## src/rtl/ysyx_22040759_id_ex_stage_pkg.sv

```systemverilog
// Shared constants for the ID/EX stage: control-bus bit positions, NOP control word, register index width.
package ysyx_22040759_id_ex_stage_pkg;

  localparam int REG_ADDR_W    = 5;
  localparam int CTRL_REGWRITE = 0;
  localparam int CTRL_MEMREAD  = 3;

  // The NOP control word is all-zero, so REGWRITE and MEMREAD are both clear.
  localparam logic [15:0] CTRL_NOP = 16'h0000;

endpackage

```

## src/rtl/ysyx_22040759_id_ex_stage_load_use_detect.sv

```systemverilog
// Combinational load-use detector: a load in EX whose nonzero rd is read by the decode instruction.
import ysyx_22040759_id_ex_stage_pkg::*;

module ysyx_22040759_load_use_detect (
  input  logic                  ex_valid_i,
  input  logic                  ex_memread_i,
  input  logic [REG_ADDR_W-1:0] ex_rd_i,
  input  logic [REG_ADDR_W-1:0] id_rs1_i,
  input  logic [REG_ADDR_W-1:0] id_rs2_i,
  input  logic                  id_rs1_used_i,
  input  logic                  id_rs2_used_i,
  output logic                  load_use_o
);

  logic rs1_hit;
  logic rs2_hit;

  assign rs1_hit    = id_rs1_used_i && (id_rs1_i == ex_rd_i);
  assign rs2_hit    = id_rs2_used_i && (id_rs2_i == ex_rd_i);
  // x0 is hardwired to zero, so a load targeting it never creates a dependency.
  assign load_use_o = ex_valid_i && ex_memread_i && (ex_rd_i != '0) && (rs1_hit || rs2_hit);

endmodule

```

## src/rtl/ysyx_22040759_id_ex_stage.sv

```systemverilog
// ID/EX pipeline register with handshake, load-use bubble insertion and flush.
// Optional hazard statistics counters are built when YSYX_22040759_HAZARD_STAT_EN is defined.
import ysyx_22040759_id_ex_stage_pkg::*;

module ysyx_22040759_id_ex_stage #(
  parameter int XLEN   = 64,
  parameter int CTRL_W = 16,
  parameter int CNT_W  = 32
) (
  input  logic                  clock,
  input  logic                  reset,
  input  logic                  id_valid,
  output logic                  id_ready,
  input  logic [XLEN-1:0]       id_pc,
  input  logic [31:0]           id_inst,
  input  logic [REG_ADDR_W-1:0] id_rs1,
  input  logic [REG_ADDR_W-1:0] id_rs2,
  input  logic                  id_rs1_used,
  input  logic                  id_rs2_used,
  input  logic [REG_ADDR_W-1:0] id_rd,
  input  logic [XLEN-1:0]       id_rs1_data,
  input  logic [XLEN-1:0]       id_rs2_data,
  input  logic [XLEN-1:0]       id_imm,
  input  logic [CTRL_W-1:0]     id_ctrl,
  input  logic                  ex_ready,
  input  logic                  ex_flush,
  output logic                  ex_valid,
  output logic [REG_ADDR_W-1:0] ID_EX_RegisterRs1,
  output logic [REG_ADDR_W-1:0] ID_EX_RegisterRs2,
  output logic [REG_ADDR_W-1:0] ex_rd,
  output logic [XLEN-1:0]       ex_pc,
  output logic [31:0]           ex_inst,
  output logic [XLEN-1:0]       ex_rs1_data,
  output logic [XLEN-1:0]       ex_rs2_data,
  output logic [XLEN-1:0]       ex_imm,
  output logic [CTRL_W-1:0]     ex_ctrl,
  output logic [CNT_W-1:0]      stat_bubble_cnt,
  output logic [CNT_W-1:0]      stat_flush_cnt
);

  typedef struct packed {
    logic [XLEN-1:0]       pc;
    logic [31:0]           inst;
    logic [REG_ADDR_W-1:0] rs1;
    logic [REG_ADDR_W-1:0] rs2;
    logic                  rs1_used;
    logic                  rs2_used;
    logic [REG_ADDR_W-1:0] rd;
    logic [XLEN-1:0]       rs1_data;
    logic [XLEN-1:0]       rs2_data;
    logic [XLEN-1:0]       imm;
    logic [CTRL_W-1:0]     ctrl;
  } entry_t;

  logic   valid_q, valid_d;
  entry_t entry_q, entry_d;
  logic   load_use;
  logic   in_fire;
  logic   out_fire;

  ysyx_22040759_load_use_detect u_load_use_detect (
    .ex_valid_i    (valid_q),
    .ex_memread_i  (entry_q.ctrl[CTRL_MEMREAD]),
    .ex_rd_i       (entry_q.rd),
    .id_rs1_i      (id_rs1),
    .id_rs2_i      (id_rs2),
    .id_rs1_used_i (id_rs1_used),
    .id_rs2_used_i (id_rs2_used),
    .load_use_o    (load_use)
  );

  assign id_ready = !ex_flush && !load_use && (!valid_q || ex_ready);
  assign in_fire  = id_valid && id_ready;
  assign out_fire = valid_q && ex_ready;

  // NOTE: every variable gets a default at the top of always_comb so no path can infer a latch.
  always_comb begin
    valid_d = valid_q;
    if (ex_flush)      valid_d = 1'b0;
    else if (in_fire)  valid_d = 1'b1;
    else if (out_fire) valid_d = 1'b0;
  end

  always_comb begin
    entry_d          = entry_q;
    entry_d.pc       = id_pc;
    entry_d.inst     = id_inst;
    entry_d.rs1      = id_rs1;
    entry_d.rs2      = id_rs2;
    entry_d.rs1_used = id_rs1_used;
    entry_d.rs2_used = id_rs2_used;
    entry_d.rd       = id_rd;
    entry_d.rs1_data = id_rs1_data;
    entry_d.rs2_data = id_rs2_data;
    entry_d.imm      = id_imm;
    entry_d.ctrl     = id_ctrl;
  end

  // NOTE: sequential state uses non-blocking assignments so every flop samples pre-edge values.
  always_ff @(posedge clock or posedge reset) begin
    if (reset) valid_q <= 1'b0;
    else       valid_q <= valid_d;
  end

  // NOTE: the data register is reset too, so ex_ctrl reads as a NOP and all outputs are zero after reset.
  always_ff @(posedge clock or posedge reset) begin
    if (reset) begin
      entry_q      <= '0;
      entry_q.ctrl <= CTRL_W'(CTRL_NOP);
    end else if (in_fire) begin
      entry_q <= entry_d;
    end
  end

  assign ex_valid          = valid_q;
  assign ID_EX_RegisterRs1 = (valid_q && entry_q.rs1_used) ? entry_q.rs1 : '0;
  assign ID_EX_RegisterRs2 = (valid_q && entry_q.rs2_used) ? entry_q.rs2 : '0;
  assign ex_rd             = entry_q.rd;
  assign ex_pc             = entry_q.pc;
  assign ex_inst           = entry_q.inst;
  assign ex_rs1_data       = entry_q.rs1_data;
  assign ex_rs2_data       = entry_q.rs2_data;
  assign ex_imm            = entry_q.imm;
  assign ex_ctrl           = entry_q.ctrl;

`ifdef YSYX_22040759_HAZARD_STAT_EN
  logic [CNT_W-1:0] bubble_cnt_q, bubble_cnt_d;
  logic [CNT_W-1:0] flush_cnt_q,  flush_cnt_d;

  // Both counters saturate at all-ones instead of wrapping.
  always_comb begin
    bubble_cnt_d = bubble_cnt_q;
    flush_cnt_d  = flush_cnt_q;
    if (id_valid && load_use && out_fire && !(&bubble_cnt_q)) bubble_cnt_d = bubble_cnt_q + 1'b1;
    if (ex_flush && valid_q && !(&flush_cnt_q))               flush_cnt_d  = flush_cnt_q + 1'b1;
  end

  always_ff @(posedge clock or posedge reset) begin
    if (reset) begin
      bubble_cnt_q <= '0;
      flush_cnt_q  <= '0;
    end else begin
      bubble_cnt_q <= bubble_cnt_d;
      flush_cnt_q  <= flush_cnt_d;
    end
  end

  assign stat_bubble_cnt = bubble_cnt_q;
  assign stat_flush_cnt  = flush_cnt_q;
`else
  assign stat_bubble_cnt = '0;
  assign stat_flush_cnt  = '0;
`endif

endmodule

```

## config.mk

```make
export PLATFORM = sky130hd
export DESIGN_NAME = ysyx_22040759_id_ex_stage
export DESIGN_NICKNAME = d
export VERILOG_FILES = /design/src/rtl/ysyx_22040759_id_ex_stage_pkg.sv /design/src/rtl/ysyx_22040759_id_ex_stage_load_use_detect.sv /design/src/rtl/ysyx_22040759_id_ex_stage.sv
export SDC_FILE = /design/constraint.sdc
export NUM_CORES = 1
export LEC_CHECK = 0
export CORE_AREA = 5 5 276 278
export DETAILED_ROUTE_END_ITERATION = 16
export DIE_AREA = 0 0 281 283
export GPL_ROUTABILITY_DRIVEN = 0
export GPL_TIMING_DRIVEN = 0
export PLACE_DENSITY = 0.55
export SETUP_SLACK_MARGIN = 0.4
export SLEW_MARGIN = 20
export SYNTH_ARGS = -nofsm -noshare
export SYNTH_HDL_FRONTEND = slang
export SYNTH_SLANG_ARGS = --single-unit
export TNS_END_PERCENT = 10
```

## constraint.sdc

```tcl
create_clock -name clock -period 13.1 [get_ports clock]
set_input_delay 1.31 -clock clock [delete_from_list [all_inputs] [get_ports clock]]
set_output_delay 1.31 -clock clock [all_outputs]
set_load 0.02 [all_outputs]
```

==> reports/results.ini, run 1 <==
[floorplan]
io_pins = 711
die_area_um2 = 79520
die_h_um = 283
die_x_um = 281
coreArea_um2 = 73700
row_count = 100
start_util_pct = 20.34

[power_and_ir_drop]
cellLeakagePower_nw = 10.50
p_per_area_nw_per_um2 = 145.2
finalPower_mw = 3.517
p_switching_mw = 1.016
power_switching_share_pct = 28.88
seqPwrFrac_pct = 36.1
p_int_mw = 2.501
ir_drop_v = 0.00008476
clkPwrFrac_pct = 29.6
comb_power_share_pct = 34.3

[worst_setup_path]
crit_top_cell = clkdlybuf4s50_1
path_cells = clkdlybuf4s50_1 -> xnor2_1 -> nand4_1 -> o22ai_2 -> a21boi_0 -> clkdlybuf4s50_1
crit_arrival_ns = 3.60
cp-start-kind = input pin
critPathSlowestCell = clkdlybuf4s50_1
crit_fanout = 3
crit_required_ns = 11.79
crit_type = input pin to output pin
path_buf_inv = 2
critPathMaxStageDelay_ns = 0.62
endpoint_kind = output pin
cpLargestDelayFamily = buffers and inverters

[synth]
yosysMostFrequentCell = buf_4
synthFlopType = dfrtp_1
yosysSeqAreaShare_pct = 53.74
yosys_warnings = 0
yosysTopAreaCell = dfrtp_1
syn_inst = 1091
synth_cell_types = 19
yosys_register_bits = 322
ys_top_cells_by_area = dfrtp_1, mux2_2, buf_4, mux2_1, xnor2_1
syn_area_um2 = 14990
avgSynthCellArea_um2 = 13.74
synth_edf_count = 0
synth_top_cells_by_count = buf_4, dfrtp_1, mux2_2
synth_top_area_share_pct = 53.74
async_reset_ff_share_pct = 100.0

[clock_network]
post-cts-setup-buffer-count = 0
htreeDepth = 2
cts.sinks = 322
clk_pin_slew_ns = 0.05
cts_resized = 0
clock_latency_ns = 0.55
cts_buffers = 40
cts_tree = done
cts-root-buf = clkbuf_16
hold_buffers = 0
max-clock-path-buffers = 3

[global_routing]
antenna_found_initial = 1
grt_pass1_wl_mm = 73.42
grt_pass1_vias = 11580
track_usage_pct = 12.02
grt_max_degree = 96
grt-ovfl-total = 0

[placed_design]
place_hpwl_mm = 40.11
io_buffer_count = 646

[sta]
clock.fmax_mhz = 203.5
fin_crit_ns = 4.913
setup_viol = 0
hold_viol_final = 0
slew_viol_final = 0
rsz0062_at_grt = no
worst_pin_slew_ns = 0.8534
skew_ns = 0.02745
max_slew_margin_pct = 43.11
finalCritPeriodShare_pct = 37.50

[routing]
wl_per_cell_um = 17.54
via_per_inst = 3.598
final_antenna_net_count = 0
wl_mm = 49.82
dr.first_iter.drc_count = 197
drt_pass1_iterations = 4
num_vias = 10220
drcViolationCount = 0

[flow_run]
maxCapViolCount = 0

[status]
status = finished clean

[layout]
drive_gt1_share_pct = 40.40
finalNetCount = 2171
final_util_pct = 32.86
syn2layout_area_growth_pct = 61.50

[hold_path]
hp-class = flop to flop

==> registers in the layout (all words and copies together), names as in the netlist, 5 cells and up <==
name and count:
ex_rd 5, ex_ctrl 16, entry_q 12, ex_rs2_data 64
ex_rs1_data 64, ex_pc 64, ex_imm 64, ex_inst 32
==> placed cells by master (no fill, tap or decap), types with 5 or more instances in the layout <==
| cell type | count |
|---|---|
| clkbuf_1 | 15 |
| mux2_2 | 289 |
| dfrtp_1 | 322 |
| xnor2_1 | 10 |
| clkbuf_16 | 41 |
| and3_1 | 10 |
| conb_1 | 64 |
| buf_4 | 405 |
| clkdlybuf4s50_1 | 646 |
| clkbuf_8 | 5 |
| mux2_1 | 32 |
| nand2_1 | 5 |
==> cell type report <==
cell class / count / area (um2)
Buffer: 409 / 3059
Clock inverter: 6 / 62.56
Multi-Input combinational cell: 421 / 4105
Sequential cell: 322 / 8058
Antenna cell: 2 / 5.005
Fill cell: 7394 / 49480
Clock buffer: 60 / 1147
Tap cell: 969 / 1212
Inverter: 2 / 15.01
Timing Repair Buffer: 649 / 6549
==> metal layers <==
layer / GRT usage (%) / share of wire [%] / vias up
met5: 0 / 0 / -
met4: 3.415 / 2.7 / 0
met3: 4.413 / 9.2 / 64
met2: 22.21 / 52 / 422
met1: 12.77 / 36 / 4996
li1: - / - / 4737
==> per-stage QoR <==
stage	TNS [ns]	cell area, um2	hold slack, ns	instances	setup slack (ns)
global placement	-570.20	22910	0.4702	2769	-1.836
global route	0	24210	0.4989	2839	8.075
finish	0	24210	0.4826	2840	8.187
floorplan	0	15230	0.4594	1154	2.877
detailed placement	0	23000	0.4768	2772	8.160
CTS	0	24210	0.4892	2838	8.146
==> power groups by stage <==
stage / Clock, mW / Combinational, mW / Sequential (mW)
after floorplan: 0 / 0.703 / 1.25
after global placement: 0 / 1.21 / 1.28
after global routing: 1.13 / 1.28 / 1.29
after detailed placement: 0 / 1.22 / 1.29
after CTS: 1.09 / 1.23 / 1.27
final: 1.04 / 1.21 / 1.27
==> cells by family after synthesis <==
| group | share of synthesized area (%) |
|---|---|
| xor+xnor | 0.5841 |
| other cells | 0.02501 |
| compound gates | 0.4006 |
| flops | 53.74 |
| simple gates | 0.6842 |
| buf+inv | 20.45 |
| mux | 24.11 |
==> final timing paths <==
path                                             start                     endpoint  slack [ns]  depth (start not counted)
setup / recovery                             id_rs1[1]                     id_ready        8.19                          6
setup reg to reg                  ex_rd[3]$_DFFE_PP0P_     entry_q[219]$_DFFE_PP0P_       10.32                          7
min in group asynchronous                        reset      ex_ctrl[10]$_DFFE_PP0P_        1.17                          2
hold / removal             ex_rs1_data[55]$_DFFE_PP0P_  ex_rs1_data[55]$_DFFE_PP0P_        0.48                          1
max in group asynchronous                        reset  ex_rs1_data[41]$_DFFE_PP0P_       10.58                          4
hold reg to reg            ex_rs1_data[55]$_DFFE_PP0P_  ex_rs1_data[55]$_DFFE_PP0P_        0.48                          1
==> worst reg2reg max path: cells and delay by family (launching register included) <==
kind / cells / cell delay, ns
multiplexers: 1 / 0.39
buffers and inverters: 2 / 0.60
XOR/XNOR: 1 / 0.15
AO/OA/AOI/OAI: 2 / 0.54
AND/OR/NAND/NOR: 1 / 0.34
flip-flops: 1 / 0.62
(Power assumes the default switching activity.)
==> inputs of run 2 (changes only) <==
Settings changed: CORE_AREA 5 5 276 278 to 5 5 273 275, DIE_AREA 0 0 281 283 to 0 0 278 280, PLACE_DENSITY 0.55 to 0.57.
Clock period 13.1 ns to 4.2 ns, I/O delays scaled along.
==> reports/results.ini, run 2 (synthesis gave the netlist of run 1 again) <==
[status]
status = finished clean

[global_routing]
grt_pass1_vias = 11500
gr-usage-met1_pct = 12.99
grt_pass1_wl_mm = 72.22
grt_max_degree = 33
grt-ovfl-total = 0
track_usage_pct = 12.13
met3_usage_pct = 4.984
antenna_found_initial = 3
use_met2_pct = 21.98
grt_busiest_layer = met2

[sta]
max_slew_margin_pct = 53.42
slew_viol_final = 0
worst_pin_slew_ns = 0.6987
finalCritPeriodShare_pct = 71.42
hold_viol_final = 0
fin_crit_ns = 3.000
rsz0062_at_grt = no
skew_ns = 0.02213
layout_setup_ws_ns = 1.200
clock.fmax_mhz = 333.4
setup_viol = 0

[worst_setup_path]
r2r-start = ex_rd[4]$_DFFE_PP0P_
crit_fanout = 10
critPathSlowestCell = clkdlybuf4s50_1
path_buf_inv = 2
endpoint_kind = output pin
crit_type = flop to output pin
crit_required_ns = 3.78
reg2reg_to = entry_q[218]$_DFFE_PP0P_
r2r_cells = 7
path_cells = clkbuf_1 -> and3_1 -> clkdlybuf4s50_1
cpLargestDelayFamily = buffers and inverters
cp-start-kind = flop
r2r_setup_slack_ns = 1.73
critPathMaxStageDelay_ns = 0.68
crit_arrival_ns = 2.58

[routing]
dr.first_iter.drc_count = 155
wl_per_cell_um = 17.37
wl_mm = 49.35
drt_pass1_iterations = 4
drcViolationCount = 0
num_vias = 10180
final_antenna_net_count = 0
via_per_inst = 3.583

[power_and_ir_drop]
p_per_area_nw_per_um2 = 460.8
power_switching_share_pct = 28.34
p_switching_mw = 3.199
cellLeakagePower_nw = 10.65
clkPwrFrac_pct = 31.7
comb_power_share_pct = 33.4
p_int_mw = 8.089
seqPwrFrac_pct = 34.9
ir_drop_v = 0.0003420
finalPower_mw = 11.29

[floorplan]
io_pins = 711
die_x_um = 278
start_util_pct = 20.80
row_count = 99
coreArea_um2 = 72090
die_h_um = 280
die_area_um2 = 77840

[layout]
final_common_cell = clkdlybuf4s50_1
finalNetCount = 2179
layout_common_cells = clkdlybuf4s50_1, buf_4, dfrtp_1
final_cells = 2841
multi_input_area_um2 = 4105
register_area_um2 = 8058
finish.instance_area_um2 = 24490
fillers = 7167
syn2layout_area_growth_pct = 63.37
drive_gt1_share_pct = 41.25

[placed_design]
place_hpwl_mm = 40.19
placedCellCount = 2770
place_area_um2 = 23130
post-place-ws_ns = 1.033
io_buffer_count = 646

[clock_network]
clk_pin_slew_ns = 0.06
max-clock-path-buffers = 3
hold_buffers = 0
post-cts-setup-buffer-count = 0
cts_buffers = 40
cts_tree = done
cts.sinks = 322
cts_resized = 0
clock_latency_ns = 0.55
cts-root-buf = clkbuf_16
htreeDepth = 2

[hold_path]
hp-class = input pin to asynchronous set/reset pin

[flow_run]
maxCapViolCount = 0

## run 2: area by class of cell
type | count | area share [%]
Sequential cell | 322 | 32.90
Buffer | 409 | 12.49
Multi-Input combinational cell | 421 | 16.76
Clock buffer | 53 | 4.659
Clock inverter | 17 | 0.8837
Tap cell | 959 | 4.899
Timing Repair Buffer | 657 | 27.36
Inverter | 2 | 0.04597
Antenna cell | 1 | 0.01022
## run 2: power by group through the flow
stage	registers (mW)	clock network [mW]	logic, mW
global route	4.02	3.86	4.00
detailed placement	4.01	0	3.82
CTS	3.95	3.73	3.84
finish	3.94	3.57	3.77
floorplan	3.89	0	2.19
global placement	3.99	0	3.77
## run 2: how the worst max path moves through the flow
stage                                    start                     endpoint  slack [ns]  cells past startpoint
final                     ex_valid$_DFFE_PP0P_         ID_EX_RegisterRs2[2]        1.20                      3
after global routing      ex_valid$_DFFE_PP0P_         ID_EX_RegisterRs2[2]        1.01                      3
after CTS                 ex_valid$_DFFE_PP0P_         ID_EX_RegisterRs2[2]        1.11                      3
after detailed placement             id_rs1[0]  ex_rs1_data[62]$_DFFE_PP0P_        1.03                      8
after global placement                   reset   ex_rs1_data[9]$_DFFE_PP0P_       -3.24                      2
after floorplan                          reset     entry_q[213]$_DFFE_PP0P_       -0.51                      1
## run 2: routing by layer
layer,routed length (um),vias up
li1,-,4753
met1,18000,4904
met2,25270,442
met3,4701,78
met4,1364,2
met5,13,-
## run 2: stage by stage
stage / utilization (%) / hold slack, ns / setup TNS, ns
after floorplan: - / 0.4594 / -165.76
after global placement: 31.76 / 0.4696 / -1025.81
after detailed placement: 32.09 / 0.4759 / 0
after CTS: 33.97 / 0.3028 / 0
after global routing: 33.97 / 0.3489 / 0
final: 33.98 / 0.3270 / 0
